<file path="config.mk">
export PLATFORM = sky130hd
export DESIGN_NAME = pc_register
export DESIGN_NICKNAME = d
export VERILOG_FILES = /design/src/rtl/pc_register.sv
export SDC_FILE = /design/constraint.sdc
export NUM_CORES = 1
export LEC_CHECK = 0
export ABC_AREA = 1
export BUFFER_PORTS_ARGS = -buffer_cell sky130_fd_sc_hd__buf_2
export CORE_ASPECT_RATIO = 1.1
export CORE_MARGIN = 8
export CORE_UTILIZATION = 40
export DETAILED_ROUTE_END_ITERATION = 7
export GPL_ROUTABILITY_DRIVEN = 0
export PLACE_DENSITY = 0.75
export SLEW_MARGIN = 20
export SYNTH_ARGS = -nofsm -noshare
export SYNTH_HDL_FRONTEND = slang
export SYNTH_SLANG_ARGS = --single-unit
export TNS_END_PERCENT = 1
</file>
<file path="constraint.sdc">
create_clock -name clk -period 1.1 [get_ports clk]
set_input_delay 0.055 -clock clk [delete_from_list [all_inputs] [get_ports clk]]
set_output_delay 0.055 -clock clk [all_outputs]
set_load 0.02 [all_outputs]
</file>
<file path="src/rtl/pc_register.sv">
// rtl/pc_register.sv - RV32I program-counter register with pc+4 and optional alignment flag (PC_ALIGN_CHECK_EN)
module pc_register #(
    parameter int                 WIDTH        = 32,
    parameter logic [WIDTH-1:0]   RESET_VECTOR = '0
) (
    input  logic             clk,
    input  logic             rst,
    input  logic [WIDTH-1:0] pcnext,
    output logic [WIDTH-1:0] pc,
    output logic [WIDTH-1:0] pc_plus4,
    output logic             pc_misaligned
);

    localparam logic [WIDTH-1:0] INSN_BYTES = WIDTH'(4);

    always_ff @(posedge clk or posedge rst) begin
        if (rst) begin
            pc <= RESET_VECTOR;
        end else begin
            pc <= pcnext;
        end
    end

    // Derived only from the registered pc, so pcnext never reaches these outputs combinationally.
    assign pc_plus4 = pc + INSN_BYTES;

`ifdef PC_ALIGN_CHECK_EN
    assign pc_misaligned = |pc[1:0];
`else
    assign pc_misaligned = 1'b0;
`endif

endmodule

</file>
==> impl_metrics.yaml, run 1 <==
run_status:
  outcome: "finished with violations"
  violations: "negative setup slack"
detailed_routing:
  vias: 1994
  drtIter0Drc: 168
  dr.pass1.iters: 4
  vias_per_cell: 4.542
  detail-route-antenna-nets: 0
  wirelength_um: 6411
  drc_errors: 0
  wl_per_cell_um: 14.60
grt:
  grt_pass1_vias: 2142
  grt_usage: 0.1883
  grt_max_degree: 33
  grt_pass1_wl_um: 9915
  grt_overflow: 0
  antenna_found_initial: 0
worst_setup_path:
  worstSetupPathType: "flip-flop to primary output"
  crit_family: "simple AND/OR/NAND/NOR gates"
  setup.worst_path.end_class: "primary output"
  cpPeakStageDelay_ns: 0.39
  path_cells: "ha_4, nand2_4, nor2_4, nand2_4, nor2_4, nand2_1, nand2_1, nand2_2, buf_6"
  cp-start-kind: "flip-flop"
  crit_cells: 9
  crit_buf_inv: 1
  worstPathArrival_ns: 1.67
  critPathMaxFanout: 5
  required_ns: 1.04
  cpMaxStageDelayCell: "dfrtp_2"
  startpoint: "pc[2]"
  crit_path_end: "pc_plus4[30]"
die:
  die-area_um2: 6704
  start_util: 0.4110
  rows: 25
  die_w_um: 78.80
  ioPinCount: 99
  die_h_um: 85.08
  core_area_um2: 4223
cells_and_area:
  largest_reg_flops: 32
  top_regs: "pc: 32 flops"
  drive_above_1_share: 0.5091
  fin_nets: 419
  final_common_cell: "nand2_1"
  final_cell_mix: "nand2_1 (73), buf_2 (69), buf_4 (50), dlygate4sd3_1 (33), dfrtp_1 (26)"
  area_growth_pct: 92.14
  diodes: 0
  largest-register: "pc"
timing:
  fin_hold_ws_ns: 0.4022
  post-route-period-util: 1.567
  rsz0062_at_grt: "yes"
  post-route-min-period_ns: 1.723
  setup_viol: 30
  fin_tns_setup_ns: -15.42
  drv_slew: 0
  layout_setup_ws_ns: -0.6234
  max_freq_mhz: 580.2
  hold_viol_final: 0
clock_tree:
  cts_tree: "done"
  cts.htree.levels: 2
  ctsLongestPathBuffers: 2
  cts_made_buffers: 5
  clock_sinks: 32
  clkTransAtPathRegs_ns: 0.06
  cts-root-buf: "clkbuf_8"
synthesis:
  synthAdderAreaFrac: 0.007210
  ys_types: 19
  synth_top_area_frac: 0.4614
  synthSimpleGateAreaFrac: 0.3973
  syn-num-nets: 246
  syn_area_per_cell_um2: 8.225
  synth_top_family_by_area: "simple AND/OR/NAND/NOR gates"
  syn_inst: 211
  synth_area_leader_cell: "dfrtp_1"
  yosysWarningCount: 0
  synth_seq_cells: 32
  synth_compound_area_frac: 0
  syn_area_um2: 1735
  synth_area_leaders: "dfrtp_1 (46%), nand2_1 (17%), nor2_1 (6.1%)"
  ys_seq_area_frac: 0.4614
  synth-xor-area-share: 0.08003
  synthMuxAreaShare: 0
power:
  ir_drop_mv: 1.006
  cellPowerDensity_nw_per_um2: 946.8
  leakagePower_nw: 1.728
place:
  dp_worst_setup_slack_ns: -0.3844
  portBuffers: 97
  hpwl_um: 4544
hold_path:
  hp-class: "input pin to asynchronous set/reset pin"
job:
  max-cap-violations: 0
==> what timing repair did <==
item / in CTS / in global routing
pin swaps: 12 / 12
setup buffers: 1 / 3
resized for setup: 33 / 32
endpoints found under the setup margin: 30 / 35
hold endpoints to repair: 64 / 0
hold buffers: 33 / 0
==> area by class of cell <==
type,instances,area (um2)
multi-input combinational,158,1049
tap,54,67.56
fill,270,888.4
timing repair buffer,169,1242
sequential,32,808.3
inverter,18,67.56
clock buffer,8,100.1
==> tightest hold or removal path, cell delays in order <==
cell and delay, ns:
dlygate4sd3_1 0.52, buf_2 0.12, inv_1 0.05, buf_4 0.36
==> logic make-up after synthesis <==
group,after synthesis
flops,32
fa+ha+maj,1
buf+inv,21
simple gates,141
xor+xnor,15
other cells,1
==> metal layers <==
metal / global-route usage / part of all wire / up-vias
met5: 0 / 0 / -
met4: 0.07589 / 0.027 / 0
met3: 0.07611 / 0.098 / 14
met2: 0.3303 / 0.52 / 82
met1: 0.1930 / 0.35 / 927
li1: - / - / 971
==> worst min path at each step <==
stage                     startpoint  endpoint  slack, ns  cells after the start
after CTS                  pcnext[8]     pc[8]       0.39                      2
after floorplan            pcnext[0]     pc[0]       0.09                      0
after global placement           rst     pc[0]       0.16                      3
final                            rst     pc[0]       0.40                      4
after detailed placement  pcnext[27]    pc[27]       0.16                      1
after global routing      pcnext[25]    pc[25]       0.40                      2
==> report_power, final <==
| part | internal (mW) | switching [mW] |
|---|---|---|
| registers | 1.24 | 0.0663 |
| clock network | 0.571 | 0.433 |
| logic | 0.406 | 0.441 |
==> synth_stat cells <==
| library cell | instances |
|---|---|
| inv_1 | 18 |
| dfrtp_1 | 32 |
| xnor2_1 | 4 |
| nand2_4 | 1 |
| nor2_1 | 28 |
| nand3b_1 | 7 |
| nand2_8 | 1 |
| nor2_2 | 6 |
| xor2_2 | 1 |
| nand2_2 | 4 |
| nand3_1 | 7 |
| buf_4 | 3 |
| ha_1 | 1 |
| nor2_8 | 3 |
| nor2_4 | 3 |
| nand2_1 | 79 |
| xor2_1 | 10 |
| conb_1 | 1 |
| and2_1 | 2 |
==> per-stage QoR <==
stage / utilization / area (um2) / total power [mW] / std cells
detailed placement: 0.6335 / 2675 / 1.983 / 394
CTS: 0.7591 / 3206 / 3.123 / 436
global placement: 0.6335 / 2675 / 1.968 / 394
floorplan: - / 1882 / 1.677 / 211
finish: 0.7896 / 3334 / 3.157 / 439
global route: 0.7896 / 3334 / 3.292 / 439
(Power assumes the default switching activity.)
==> run 2, diff against run 1 <==
--- a/config.mk
+++ b/config.mk
@@ -8,7 +8,7 @@
 export ABC_AREA = 1
 export BUFFER_PORTS_ARGS = -buffer_cell sky130_fd_sc_hd__buf_2
 export CORE_ASPECT_RATIO = 1.1
-export CORE_MARGIN = 8
+export CORE_MARGIN = 2
 export CORE_UTILIZATION = 40
 export DETAILED_ROUTE_END_ITERATION = 7
 export GPL_ROUTABILITY_DRIVEN = 0
==> run 2 against run 1 <==
Net effect: the run still ends with negative setup slack left; sequential power barely moved; worst hold slack got worse by 0.017 ns; flip-flop and latch count did not move; core utilization fell by 1.1 points; non-clock buffer count fell by 1; count of clock-buffer cells in the layout fell by 2; combinational power fell by 3.7%; largest cell class unchanged; largest power group unchanged.
==> impl_metrics.yaml, run 2 (synthesis results as in run 1) <==
detailed_routing:
  vias_per_cell: 4.550
  wirelength_um: 5415
  vias: 1993
  dr.pass1.iters: 4
  drc_errors: 0
  drtIter0Drc: 67
  detail-route-antenna-nets: 0
  wl_per_cell_um: 12.36
timing:
  fin_hold_ws_ns: 0.3857
  rsz0062_at_grt: "yes"
  drv_slew: 0
  post-route-period-util: 1.577
  max_freq_mhz: 576.5
  hold_viol_final: 0
  post-route-min-period_ns: 1.734
  fin_tns_setup_ns: -14.58
  layout_setup_ws_ns: -0.6345
  setup_viol: 30
grt:
  met1_usage: 0.2776
  grt_pass1_vias: 1973
  busiest_layer: "met2"
  globalRouteMet2Util: 0.4222
  grt_overflow: 0
  grt_max_degree: 33
  antenna_found_initial: 0
  grt_pass1_wl_um: 8631
  grt_usage: 0.2387
  gr-usage-met3: 0.05556
cells_and_area:
  multi_input_area_um2: 1031
  drive_above_1_share: 0.4948
  utilization: 0.7790
  largest_reg_flops: 32
  area_growth_pct: 89.55
  final_common_cell: "nand2_1"
  final_cell_mix: "nand2_1 (74), buf_2 (73), buf_4 (47), dlygate4sd3_1 (33), dfrtp_1 (26)"
  regArea_um2: 808.3
  diodes: 0
  n_fill_cell: 292
  largest-register: "pc"
  fin_nets: 418
  top_regs: "pc: 32 flops"
die:
  core_area_um2: 4223
  ioPinCount: 99
  rows: 25
  die_h_um: 73.08
  die_w_um: 66.80
  die-area_um2: 4882
  start_util: 0.4110
clock_tree:
  clock_sinks: 32
  clkTransAtPathRegs_ns: 0.07
  cts-root-buf: "clkbuf_8"
  cts_made_buffers: 5
  ctsLongestPathBuffers: 2
  cts_tree: "done"
  cts.htree.levels: 2
worst_setup_path:
  path_cells: "nand2_1, nor2_1, nand2_4, nor2_4, buf_12, xor2_4, buf_6"
  worstSetupPathType: "flip-flop to primary output"
  crit_buf_inv: 2
  crit_family: "simple AND/OR/NAND/NOR gates"
  cp-start-kind: "flip-flop"
  cpMaxStageDelayCell: "dfrtp_1"
  worstPathArrival_ns: 1.68
  cpPeakStageDelay_ns: 0.41
  required_ns: 1.04
  critPathMaxFanout: 5
  setup.worst_path.end_class: "primary output"
  startpoint: "pc[6]"
power:
  p_sw_frac: 0.3097
  combinationalPowerShare: 0.270
  ir_drop_mv: 0.7918
  cellPowerDensity_nw_per_um2: 917.5
  p_total_mw: 3.018
  seqPwrFrac: 0.432
  pwr-share-clk: 0.298
  internal-power_mw: 2.083
  p_switching_uw: 934.5
  leakagePower_nw: 1.710
run_status:
  violations: "negative setup slack"
  outcome: "finished with violations"
hold_path:
  hp-class: "input pin to asynchronous set/reset pin"
place:
  portBuffers: 97
  hpwl_um: 3930
job:
  max-cap-violations: 0
[run 2: cell types whose count changed in the layout (fill, tap and decap cells not counted), sizes merged]
cell	previous run	this run
clkbuf	8	6
buf	136	135
clkinvlp	0	1
clkinv	0	1
[run 2: metal layers]
metal,up-vias,routed length [um]
li1,970,-
met1,932,2133
met2,78,2862
met3,13,316
met4,0,103
met5,-,0
[run 2: path summary, 6_finish.rpt]
path                       slack [ns]  cells past startpoint      endpoint
worst max-delay path            -0.63                      7  pc_plus4[14]
min in group clk                 0.40                      2         pc[8]
worst min-delay path             0.39                      4         pc[1]
max in group asynchronous        0.40                      4        pc[11]
[run 2: tightest hold or removal path, cell delays in order]
cell and delay (ns):
dlygate4sd3_1 0.53, buf_2 0.12, inv_1 0.04, buf_4 0.35
[run 2: power by group through the flow]
stage | combinational [mW] | sequential (mW) | clock, mW
finish | 0.816 | 1.30 | 0.899
global route | 0.877 | 1.31 | 0.989
CTS | 0.794 | 1.30 | 0.919
detailed placement | 0.656 | 1.32 | 0
global placement | 0.649 | 1.32 | 0
floorplan | 0.269 | 1.41 | 0
[run 2: layout make-up]
| class | instances | area share |
|---|---|---|
| Clock inverter | 2 | 0.004945 |
| Sequential cell | 32 | 0.2457 |
| Tap cell | 54 | 0.02054 |
| Clock buffer | 6 | 0.02206 |
| Inverter | 18 | 0.02054 |
| Timing Repair Buffer | 168 | 0.3728 |
| Multi-Input combinational cell | 158 | 0.3134 |
[run 2: timing repair]
action                                 CTS  global route
endpoints found under the hold margin   64             0
buffers inserted                         1             1
pin swaps                               11             3
hold buffers                            33             0
cloned                                   0             0
setup endpoints to repair               30            36
gates resized for setup                 34            18
[run 2: through the flow]
step           worst slack [ns]  instance area (um2)  instances
2_1_floorplan           -0.2836                 1882        211
3_3_place_gp            -0.3082                 2683        395
3_5_place_dp            -0.3413                 2683        395
4_1_cts                 -0.5889                 3211        437
5_1_grt                 -0.7347                 3289        438
6_report                -0.6345                 3289        438
==> run 3, diff against run 2 <==
--- a/config.mk
+++ b/config.mk
@@ -7,12 +7,16 @@
 export LEC_CHECK = 0
 export ABC_AREA = 1
 export BUFFER_PORTS_ARGS = -buffer_cell sky130_fd_sc_hd__buf_2
+export CELL_PAD_IN_SITES_DETAIL_PLACEMENT = 2
+export CELL_PAD_IN_SITES_GLOBAL_PLACEMENT = 2
 export CORE_ASPECT_RATIO = 1.1
 export CORE_MARGIN = 2
-export CORE_UTILIZATION = 40
+export CORE_UTILIZATION = 21
+export CTS_CLUSTER_SIZE = 25
 export DETAILED_ROUTE_END_ITERATION = 7
 export GPL_ROUTABILITY_DRIVEN = 0
-export PLACE_DENSITY = 0.75
+export PLACE_DENSITY = 0.74
+export REMOVE_ABC_BUFFERS = 1
 export SLEW_MARGIN = 20
 export SYNTH_ARGS = -nofsm -noshare
 export SYNTH_HDL_FRONTEND = slang
==> run 3 against run 2 <==
Net effect: the flow still finishes with violations (negative setup slack); non-clock buffer count is the same; die area grew 85%; critical path type unchanged; sequential share of layout area grew 0.27 points; sequential power is essentially flat; combinational power grew 1%; highest routed layer unchanged; largest power group unchanged.
==> impl_metrics.yaml, run 3 (synthesis results as in run 1) <==
run_status:
  outcome: "finished with violations"
  violations: "negative setup slack"
cells_and_area:
  diodes: 0
  drive_above_1_share: 0.4856
  largest_reg_flops: 32
  fin_nets: 418
  top_regs: "pc: 32 flops"
  area_growth_pct: 87.17
  largest-register: "pc"
  fin_cells: 491
  n_fill_cell: 929
  final_common_cell: "nand2_1"
  final_cell_mix: "nand2_1 (75), buf_2 (69), buf_4 (57), dlygate4sd3_1 (33), dfrtp_1 (27)"
  utilization: 0.4083
grt:
  grt_max_degree: 33
  grt_pass1_vias: 2427
  grt_pass1_wl_um: 12470
  grt_overflow: 0
  grt_usage: 0.1766
  antenna_found_initial: 0
timing:
  post-route-period-util: 1.592
  max_freq_mhz: 571.0
  setup_viol: 29
  drv_slew: 0
  hold_viol_final: 0
  layout_setup_ws_ns: -0.6514
  post-route-min-period_ns: 1.751
  rsz0062_at_grt: "yes"
  fin_hold_ws_ns: 0.4018
power:
  p_total_mw: 3.045
  ir_drop_mv: 0.5832
  leakagePower_nw: 1.697
  cellPowerDensity_nw_per_um2: 937.6
clock_tree:
  ctsLongestPathBuffers: 2
  cts-root-buf: "clkbuf_8"
  cts_made_buffers: 5
  clkTransAtPathRegs_ns: 0.08
  cts.htree.levels: 2
  cts_tree: "done"
  clock_sinks: 32
die:
  core_area_um2: 7955
  rows: 34
  die_w_um: 90.68
  die-area_um2: 9008
  start_util: 0.2182
  ioPinCount: 99
  die_h_um: 99.35
place:
  dp.cells: 451
  portBuffers: 97
  hpwl_um: 5549
worst_setup_path:
  setup.worst_path.end_class: "primary output"
  required_ns: 1.04
  worstPathArrival_ns: 1.70
  worstSetupPathType: "flip-flop to primary output"
  cp-start-kind: "flip-flop"
  critPathMaxFanout: 2
job:
  max-cap-violations: 0
detailed_routing:
  vias: 2042
  vias_per_cell: 4.159
  wl_per_cell_um: 16.09
  drc_errors: 0
  detail-route-antenna-nets: 0
  drtIter0Drc: 26
  dr.pass1.iters: 3
  wirelength_um: 7901
hold_path:
  hp-class: "input pin to flip-flop"
  hold_path_startpoint: "pcnext[3]"
  hold_path_end: "pc[3]"
  min_path_cells: 2
-- run 3: stage by stage --
stage | cell area (um2) | setup TNS, ns | setup WS [ns]
global route | 3248 | -18.87 | -0.7433
CTS | 3124 | -16.38 | -0.6556
detailed placement | 2619 | -7.605 | -0.3797
floorplan | 1713 | -9.068 | -0.4880
global placement | 2619 | -6.506 | -0.3396
finish | 3248 | -15.90 | -0.6514
-- run 3: layout make-up --
type                    instances  area [um2]  share of cell area
clock inverters                 2       12.51            0.003852
repair buffers                168        1205              0.3710
well taps                     108       135.1             0.04160
flip-flops and latches         32       807.0              0.2485
clock buffers                   5       68.82             0.02119
multi-input cells             158       949.7              0.2924
inverters                      18       70.07             0.02157
-- run 3: critical path, stage by stage, from the launching register on --
cell and delay, ns:
dfrtp_1 0.37, ha_2 0.19, buf_4 0.12, nand3_2 0.08
nor2_2 0.16, and2_4 0.16, nand3_1 0.08, nand2_1 0.07
buf_2 0.17
-- run 3: where the power goes --
group	internal (mW)	switching (mW)	total, mW
combinational	0.384	0.440	0.824
sequential	1.24	0.0711	1.31
clock	0.429	0.484	0.913
-- run 3: repair_timing --
| action | CTS | global route |
|---|---|---|
| setup endpoints to repair | 32 | 40 |
| hold endpoints to repair | 64 | 0 |
| pin swaps | 2 | 13 |
| hold buffers | 33 | 0 |
| resized for setup | 34 | 35 |
| setup buffers | 0 | 0 |
-- run 3: worst max path at each step --
stage	endpoint	startpoint	slack [ns]	depth (start not counted)
after global routing	pc_plus4[22]	pc[10]	-0.74	8
final	pc_plus4[28]	pc[3]	-0.65	8
after floorplan	pc_plus4[18]	pc[3]	-0.49	6
after detailed placement	pc_plus4[22]	pc[3]	-0.38	8
after CTS	pc_plus4[24]	pc[3]	-0.66	9
after global placement	pc_plus4[18]	pc[2]	-0.34	7
-- run 3: layer usage --
layer / share of wire / up-vias / global-route usage
li1: - / 972 / -
met1: 0.36 / 1005 / 0.1788
met2: 0.59 / 61 / 0.3565
met3: 0.047 / 4 / 0.05076
met4: 0.0043 / 0 / 0.03432
met5: 0 / - / 0
